--- src/rtl/reorder_buffer.sv ---
// reorder_buffer: circular in-order commit buffer with CDB writeback, operand query bypass
// and a one-cycle rollback flush after a mispredicted commit.
module reorder_buffer #(
    parameter int ROB_SIZE = 16,
    parameter int ID_W     = 5
) (
    input  logic            clk,
    input  logic            rst,
    input  logic            rdy,
    input  logic            dsp_valid,
    input  logic [4:0]      dsp_rd,
    input  logic [31:0]     dsp_pc,
    output logic            rob_full,
    output logic [ID_W-1:0] alloc_id,
    input  logic            cdb_valid,
    input  logic [ID_W-1:0] cdb_id,
    input  logic [31:0]     cdb_value,
    input  logic            cdb_mispredict,
    input  logic [31:0]     cdb_target_pc,
    input  logic [ID_W-1:0] query_id1,
    input  logic [ID_W-1:0] query_id2,
    output logic            query_ready1,
    output logic            query_ready2,
    output logic [31:0]     query_value1,
    output logic [31:0]     query_value2,
    output logic            rob_has_res,
    output logic [31:0]     result_from_rob,
    output logic [4:0]      regidx_from_rob,
    output logic [ID_W-1:0] regalias_from_rob,
    output logic            rollback_signal,
    output logic [31:0]     rollback_pc
);
    localparam int IW = $clog2(ROB_SIZE);
    localparam logic [ID_W-1:0] MAX_ID = ID_W'(ROB_SIZE);

    typedef enum logic {RUN, FLUSH} state_t;
    state_t state, next_state;

    logic [ROB_SIZE-1:0]        busy, ready, mispredict;
    logic [ROB_SIZE-1:0][4:0]   rd;
    logic [ROB_SIZE-1:0][31:0]  pc, value, target;
    logic [IW-1:0]              head, tail, cdb_slot;
    logic [IW:0]                count;
    logic                       cdb_hit, do_alloc, do_commit, unused_pc;

    // PC is retained per entry for debug visibility; nothing downstream consumes it yet
    assign unused_pc = ^pc;

    function automatic logic [32:0] lookup(input logic [ID_W-1:0] id);
        logic [IW-1:0] s = IW'(id - ID_W'(1));
        if (id == '0 || id > MAX_ID) return '0;
        if (cdb_valid && cdb_id == id) return {1'b1, cdb_value};
        return {ready[s], ready[s] ? value[s] : 32'h0};
    endfunction

    always_ff @(posedge clk or negedge rst) begin
        if (!rst) state <= RUN;
        else if (rdy) state <= next_state;
    end

    always_comb begin
        next_state = state == FLUSH ? RUN : (do_commit && mispredict[head]) ? FLUSH : RUN;
    end

    always_comb begin
        cdb_slot  = IW'(cdb_id - ID_W'(1));
        cdb_hit   = cdb_valid && cdb_id != '0 && cdb_id <= MAX_ID && busy[cdb_slot];
        rob_full  = count == (IW+1)'(ROB_SIZE) || state == FLUSH;
        alloc_id  = ID_W'(tail) + ID_W'(1);
        do_alloc  = dsp_valid && !rob_full;
        // commit looks only at the stored ready flag, so a CDB result commits one cycle later
        do_commit = state == RUN && busy[head] && ready[head];
        {query_ready1, query_value1} = lookup(query_id1);
        {query_ready2, query_value2} = lookup(query_id2);
    end

    always_ff @(posedge clk or negedge rst) begin
        if (!rst) begin
            head              <= '0;
            tail              <= '0;
            count             <= '0;
            busy              <= '0;
            ready             <= '0;
            mispredict        <= '0;
            rd                <= '0;
            pc                <= '0;
            value             <= '0;
            target            <= '0;
            rob_has_res       <= 1'b0;
            result_from_rob   <= '0;
            regidx_from_rob   <= '0;
            regalias_from_rob <= '0;
            rollback_signal   <= 1'b0;
            rollback_pc       <= '0;
        end else if (rdy) begin
            rob_has_res       <= do_commit;
            result_from_rob   <= do_commit ? value[head] : '0;
            regidx_from_rob   <= do_commit ? rd[head] : '0;
            regalias_from_rob <= do_commit ? ID_W'(head) + ID_W'(1) : '0;
            rollback_signal   <= state == FLUSH;
            rollback_pc       <= state == FLUSH ? rollback_pc :
                                 (do_commit && mispredict[head]) ? target[head] : '0;
            if (state == FLUSH) begin
                busy  <= '0;
                ready <= '0;
                head  <= '0;
                tail  <= '0;
                count <= '0;
            end else begin
                if (cdb_hit) begin
                    ready[cdb_slot]      <= 1'b1;
                    value[cdb_slot]      <= cdb_value;
                    mispredict[cdb_slot] <= cdb_mispredict;
                    target[cdb_slot]     <= cdb_target_pc;
                end
                if (do_alloc) begin
                    busy[tail]       <= 1'b1;
                    ready[tail]      <= 1'b0;
                    mispredict[tail] <= 1'b0;
                    rd[tail]         <= dsp_rd;
                    pc[tail]         <= dsp_pc;
                    tail             <= tail + IW'(1);
                end
                if (do_commit) begin
                    busy[head]  <= 1'b0;
                    ready[head] <= 1'b0;
                    head        <= head + IW'(1);
                end
                count <= count + (IW+1)'(do_alloc) - (IW+1)'(do_commit);
            end
        end
    end
endmodule

--- config.mk ---
export PLATFORM = sky130hd
export DESIGN_NAME = reorder_buffer
export DESIGN_NICKNAME = d
export VERILOG_FILES = /design/src/rtl/reorder_buffer.sv
export SDC_FILE = /design/constraint.sdc
export NUM_CORES = 2
export LEC_CHECK = 0
export CORE_UTILIZATION = 40
export DETAILED_ROUTE_END_ITERATION = 12
export PLACE_DENSITY = 0.64
export SLEW_MARGIN = 20
export SYNTH_ARGS = -nofsm -noshare
export SYNTH_HDL_FRONTEND = slang
export SYNTH_SLANG_ARGS = --single-unit
--- constraint.sdc ---
create_clock -name clk -period 5.5 [get_ports clk]
set_clock_uncertainty 0.05 [all_clocks]
set_input_delay 1.1 -clock clk [delete_from_list [all_inputs] [get_ports clk]]
set_output_delay 1.1 -clock clk [all_outputs]
set_load 0.03 [all_outputs]
# Yosys cells after proc, flatten, opt, wreduce, memory -nomap -nowiden
# Index checks and enable logic that the tools add are counted.
# Widths: inputs -> output; s select.
op_classes:
  n_addsub: 9
  n_div: 0
  shift: 0
  eq_ne: 3
  muxes: 80
  order_cmp: 11
  reduce_logical: 26
  n_mul: 0
  bitwise: 9
ops:
  columns: ["cell", "count"]
  rows:
  - ["$bwmux 512", 2]
  - ["$bmux 32 s4", 4]
  - ["$mux 32", 9]
  - ["$mux 16", 17]
  - ["$mux 33", 8]
  - ["$demux 32 s4", 1]
  - ["$bwmux 80", 1]
  - ["$and 16x16->16", 4]
  - ["$not 16->16", 2]
  - ["$or 16x16->16", 2]
  - ["$lt 4x5->1 const B", 5]
  - ["$mux 5", 5]
  - ["$bmux 1 s4", 6]
  - ["$bmux 5 s4", 1]
  - ["$demux 5 s4", 1]
  - ["$mux 1", 17]
  - ["$bwmux 16", 1]
  - ["$mux 4", 4]
  - ["$demux 1 s4", 3]
  - ["$ge 4x1->1 const B", 3]
  - ["$logic_and 1x1->1", 12]
  - ["$sub 4x1->4 const B", 3]
  - ["$add 4x1->5 const B", 2]
  - ["$eq 5x5->1", 2]
  - ["14 further kinds", 23]
totals:
  ff_bits: 1242
  wordCells: 199
  latchBits: 0
  mem_count: 0
  output_inout_bits: 148
  inputBits: 122
  rom_bits: 0
  ram_bits: 0

# Logic depth before layout (Yosys ltp)
depth:
  word_depth: 16
  ltp_mapped: 20
  depth_no_buf: 17

# Least setup slack after synthesis
# OpenSTA, ideal clock, no wires.
synth_timing:
  path_kind: "input -> output"
  from: "input query_id2[0]"
  to: "output query_value2[16]"
  path_slack_ns: 0.145
  n_path_buf: 6
  t_arrival_ns: 4.205
  cell_stages: 12
  required_time_ns: 4.350
  path_cell_list: "buf_2 -> clkbuf_1 -> buf_2 -> inv_1 -> ha_1 -> clkbuf_1 -> clkbuf_1 -> clkbuf_1 -> mux4_2 -> mux4_2 -> nand4b_1 -> nand2_1"
synth_via:
  elab_chain_len: 6
  word_cells_on_any_way: 17
  cone_classes: "1 x add/sub; 1 x order compare; 1 x eq/ne; 11 x mux; 3 x reduce/logical"
synth_rtl:
  columns: ["element", "line_no", "rtl"]
  rows:
  - ["start, declared", "21", "input logic [ID_W-1:0] query_id2,"]
  - ["$sub 4x1->4 or $eq 5x5->1 (tied branches)", "50, 52", null]
  - ["$bmux 32 s4, or another cell as far along", "53", "return {ready[s], ready[s] ? value[s] : 32'h0};"]
  - ["$mux 32 (not written as such), or another cell as far along", "53", null]
  - ["$mux 32 or $mux 1 (tied branches)", "53, 52", null]
  - ["$mux 33", "53", null]
  - ["$mux 33 (*)", "52", "if (cdb_valid && cdb_id == id) return {1'b1, cdb_value};"]
  - ["end, declared", "25", "output logic [31:0] query_value2,"]
# Mark *: on every way between the ends. The rest lies on a longest branch, timed or not. The select of a mux whose other input is x is not followed.

# Final worst setup path
layout_timing:
  from: "input query_id2[1]"
  to: "output query_value2[10]"
# Same word-level chain as after synthesis.

==> results.md <==
- **number of antenna violations at the first check in global routing** 24
- **total wire length** 188000 um
- **count of antenna-violating nets left after detailed routing** 0
- **final setup fails** 0
- **number of standard cells after synthesis** 4115
- **dominant register cell in the synthesized netlist** sky130_fd_sc_hd__dfrtp_1
- **Vias** 39800
- **share of Yosys cell area claimed by the top area cell type** 0.474
- **adder-cell share of the synthesized area** 0.00450
- **WL per Instance** 28.8 um
- **average vias per placed instance** 6.08
- **number of port buffers** 237
- **share of synthesized cell area in and, or, nand and nor gates** 0.0233
- **min-delay worst type** in2async
- **area leader, netlist** sky130_fd_sc_hd__dfrtp_1
- **Core Area** 0.163 mm^2
- **HPWL after DPL** 110000 um
- **cell with the most instances after synthesis** sky130_fd_sc_hd__dfrtp_1
- **average instance area after synthesis** 15.9 um^2
- **router iterations before antenna repair** 5
- **cells taking the most area after synthesis** sky130_fd_sc_hd__dfrtp_1 (47%), sky130_fd_sc_hd__mux4_2 (24%), sky130_fd_sc_hd__mux2_1 (16%)
- **DIE HEIGHT** 407 um
- **reg2reg path depth** 17
- **number of library cell types mapped by synthesis** 72
- **fraction of the mapped netlist area in compound gates** 0.0260
- **syn nets** 4260
- **part of the cycle the worst path needs** 0.993
- **static power due to leakage** 34.6 nW
- **buffer type at the clock tree root** sky130_fd_sc_hd__clkbuf_16
- **Clock transition at path regs** 0.06 ns
- **slew of the pin with the lowest slew margin** 1.16 ns
- **unrepaired setup endpoints after global routing** no
- **maximum ir drop on the vdd rail** 0.324 mV
- **count of hold buffers inserted by post-cts repair** 0
- **fill cell count** 14100
- **Power Density** 353 mW/mm^2
- **placer's final routability congestion estimate** 0.834
- **synthesized cell area** 0.0656 mm^2
- **initial drt markers** 3193
- **number of slew-limit violations in the final report** 0
- **wire length of the first global-routing pass** 284000 um
- **number of hold violations in the final report** 0
- **clock tree from TritonCTS** built
- **drc violations** 0
- **count of state elements after synthesis** 1242
- **startpoint types** input pin
- **total CTS buffers** 139
- **ordered cell list for the critical path** clkdlybuf4s50_1 -> inv_1 -> ha_4 -> buf_12 -> mux4_2 -> mux4_2 -> mux2i_1 -> nor2_1 -> clkdlybuf4s50_1
- **Post-synth top cells** sky130_fd_sc_hd__dfrtp_1 (1242), sky130_fd_sc_hd__mux2_1 (906), sky130_fd_sc_hd__mux4_2 (685)
- **Congestion Overflow GR** 0
- **outcome** finished clean
- **sort of element at the end of the critical path** output port
- **Post-synth EDFFs** 0
- **share of async-settable or async-resettable flops after synthesis** 1.00
- **remaining max-slew budget at the tightest pin** 0.226
- **Period minus WS final** 5.46 ns
- **Max Fanout on Critical Path** 38
- **clk_lat worst skew** 0.78 ns
- **xor-xnor portion of the synthesized cell area** 0.00332
- **x dimension of the die** 407 um
- **Post-Route Setup TNS** 0 ns
- **final core area utilization** 0.464
- **dominant combinational cell family by area after synthesis** multiplexers
- **all-layer global routing usage** 0.231
- **fraction of layout instances using a drive strength above 1** 0.310
- **pin count of the biggest net entering global routing** 166
- **worst endpoint required time** 4.35 ns
- **Crit path largest cell delay** 0.63 ns
- **highest clock frequency the design can meet** 183 MHz
- **number of global-route vias before repair** 41600
- **critical setup path kind** in2out
- **max_cap viols** 0
- **data arrival time of the critical path** 4.31 ns
- **synthesis warning total** 0
- **cell at the slowest stage of the critical path** sky130_fd_sc_hd__clkdlybuf4s50_1
- **I/O pin cnt** 270
- **maximum level of the CTS H-tree** 4
- **proportion of synthesized area in mux cells** 0.437
- **area growth from synthesis to layout** 15.2%
- **sequential cell area fraction in the yosys report** 0.474
- **die footprint** 0.166 mm^2
- **starting density of the core** 0.403
- **net total in the final layout** 4410
- **clock sink count** 1242
- **Max Buffers Root-to-Sink** 3
- **count of standard-cell rows** 148
timing repair:
action,4_1_cts,5_1_grt
endpoints found under the setup margin,0,3
setup buffers,0,0
resized for setup,0,3
placed cells by master (no fill, tap or decap), drive strengths merged, types with 4 or more instances in the layout:
| cell type | n |
|---|---|
| a21oi | 41 |
| nand2 | 103 |
| mux2i | 83 |
| and2 | 8 |
| a32o | 5 |
| buf | 205 |
| nand3b | 4 |
| a22oi | 6 |
| mux2 | 1100 |
| nor2b | 9 |
| diode | 5 |
| ha | 22 |
| nor3 | 11 |
| and3 | 17 |
| a31o | 4 |
| dfrtp | 1242 |
| inv | 48 |
| nor3b | 4 |
| a21o | 4 |
| mux4 | 685 |
| clkdlybuf4s50 | 193 |
| nor2 | 98 |
| nand3 | 17 |
| clkinvlp | 5 |
| xor2 | 6 |
| xnor2 | 18 |
| o2bb2ai | 40 |
| o21ai | 33 |
| a22o | 41 |
| nand4 | 6 |
| nor4 | 8 |
| a311o | 4 |
| bufinv | 7 |
| clkbuf | 193 |
| nand2b | 4 |
| clkinv | 35 |
| o22ai | 4 |
| a211oi | 20 |
power breakdown:
part	internal [mW]	switching (mW)
sequential	10.3	0.935
clock	5.39	4.01
combinational	3.14	2.91
total	18.8	7.86
final cells by class:
type / instances / area, um^2 / share of cell area
Tap cell: 2175 / 2720 / 0.0360
Clock buffer: 193 / 3930 / 0.0520
Inverter: 41 / 155 / 0.00205
Clock inverter: 54 / 686 / 0.00907
Antenna cell: 5 / 12.5 / 0.000166
Multi-Input combinational cell: 2440 / 32500 / 0.431
Timing Repair Buffer: 401 / 4420 / 0.0585
Sequential cell: 1242 / 31100 / 0.411
layer usage:
metal / global-route usage / share of wire / up-vias
met1: 0.316 / 0.42 / 21700
met2: 0.363 / 0.48 / 1412
met4: 0.0702 / 0.027 / 32
met3: 0.0592 / 0.073 / 335
li1: - / - / 16300
met5: 0 / 0.0010 / -
state kept, by name (all words and copies together), names as in the netlist, 4 cells and up:
signal	count
ready	16
mispredict	16
target	512
value	512
busy	16
result_from_rob	32
regidx_from_rob	5
head	4
rollback_pc	32
count	5
rd	80
tail	4
regalias_from_rob	5
path summary, 6_finish.rpt:
check                                  start          endpoint  slack (ns)
worst min register to register   target[335]       target[335]        0.43
max in group asynchronous                rst       target[324]        3.65
min in group clk                 target[335]       target[335]        0.43
worst max register to register       head[2]          count[4]        0.88
worst max-delay path            query_id2[1]  query_value2[10]        0.04
worst min-delay path                     rst        value[370]        0.22
cells by family (layout without fill, tap and decap cells):
kind of cell    after synthesis  after routing
buf+inv                     433            689
compound gates              226            226
flops                      1242           1242
fa+ha+maj                    23             23
xor+xnor                     24             24
simple gates                299            299
mux                        1868           1868
other cells                   0              5
critical path: cells and delay by family:
kind | cells | cell delay (ns)
buffers and inverters | 4 | 1.63
adder cells (fa/ha/maj) | 1 | 0.39
multiplexers | 3 | 1.09
AND/OR/NAND/NOR | 1 | 0.07
stage by stage:
| stage | instances | area, um^2 | worst slack, ns | total power, mW | hold WS (ns) |
|---|---|---|---|---|---|
| floorplan | 4115 | 65600 | 0.145 | 15.5 | 0.391 |
| global placement | 6299 | 70900 | 0.0378 | 17.3 | 0.412 |
| detailed placement | 6299 | 70900 | 0.0544 | 17.5 | 0.419 |
| CTS | 6546 | 75500 | 0.0522 | 26.9 | 0.216 |
| global route | 6550 | 75600 | 0.00131 | 27.8 | 0.239 |
| finish | 6551 | 75600 | 0.0391 | 26.7 | 0.219 |
(Power assumes the default switching activity.)
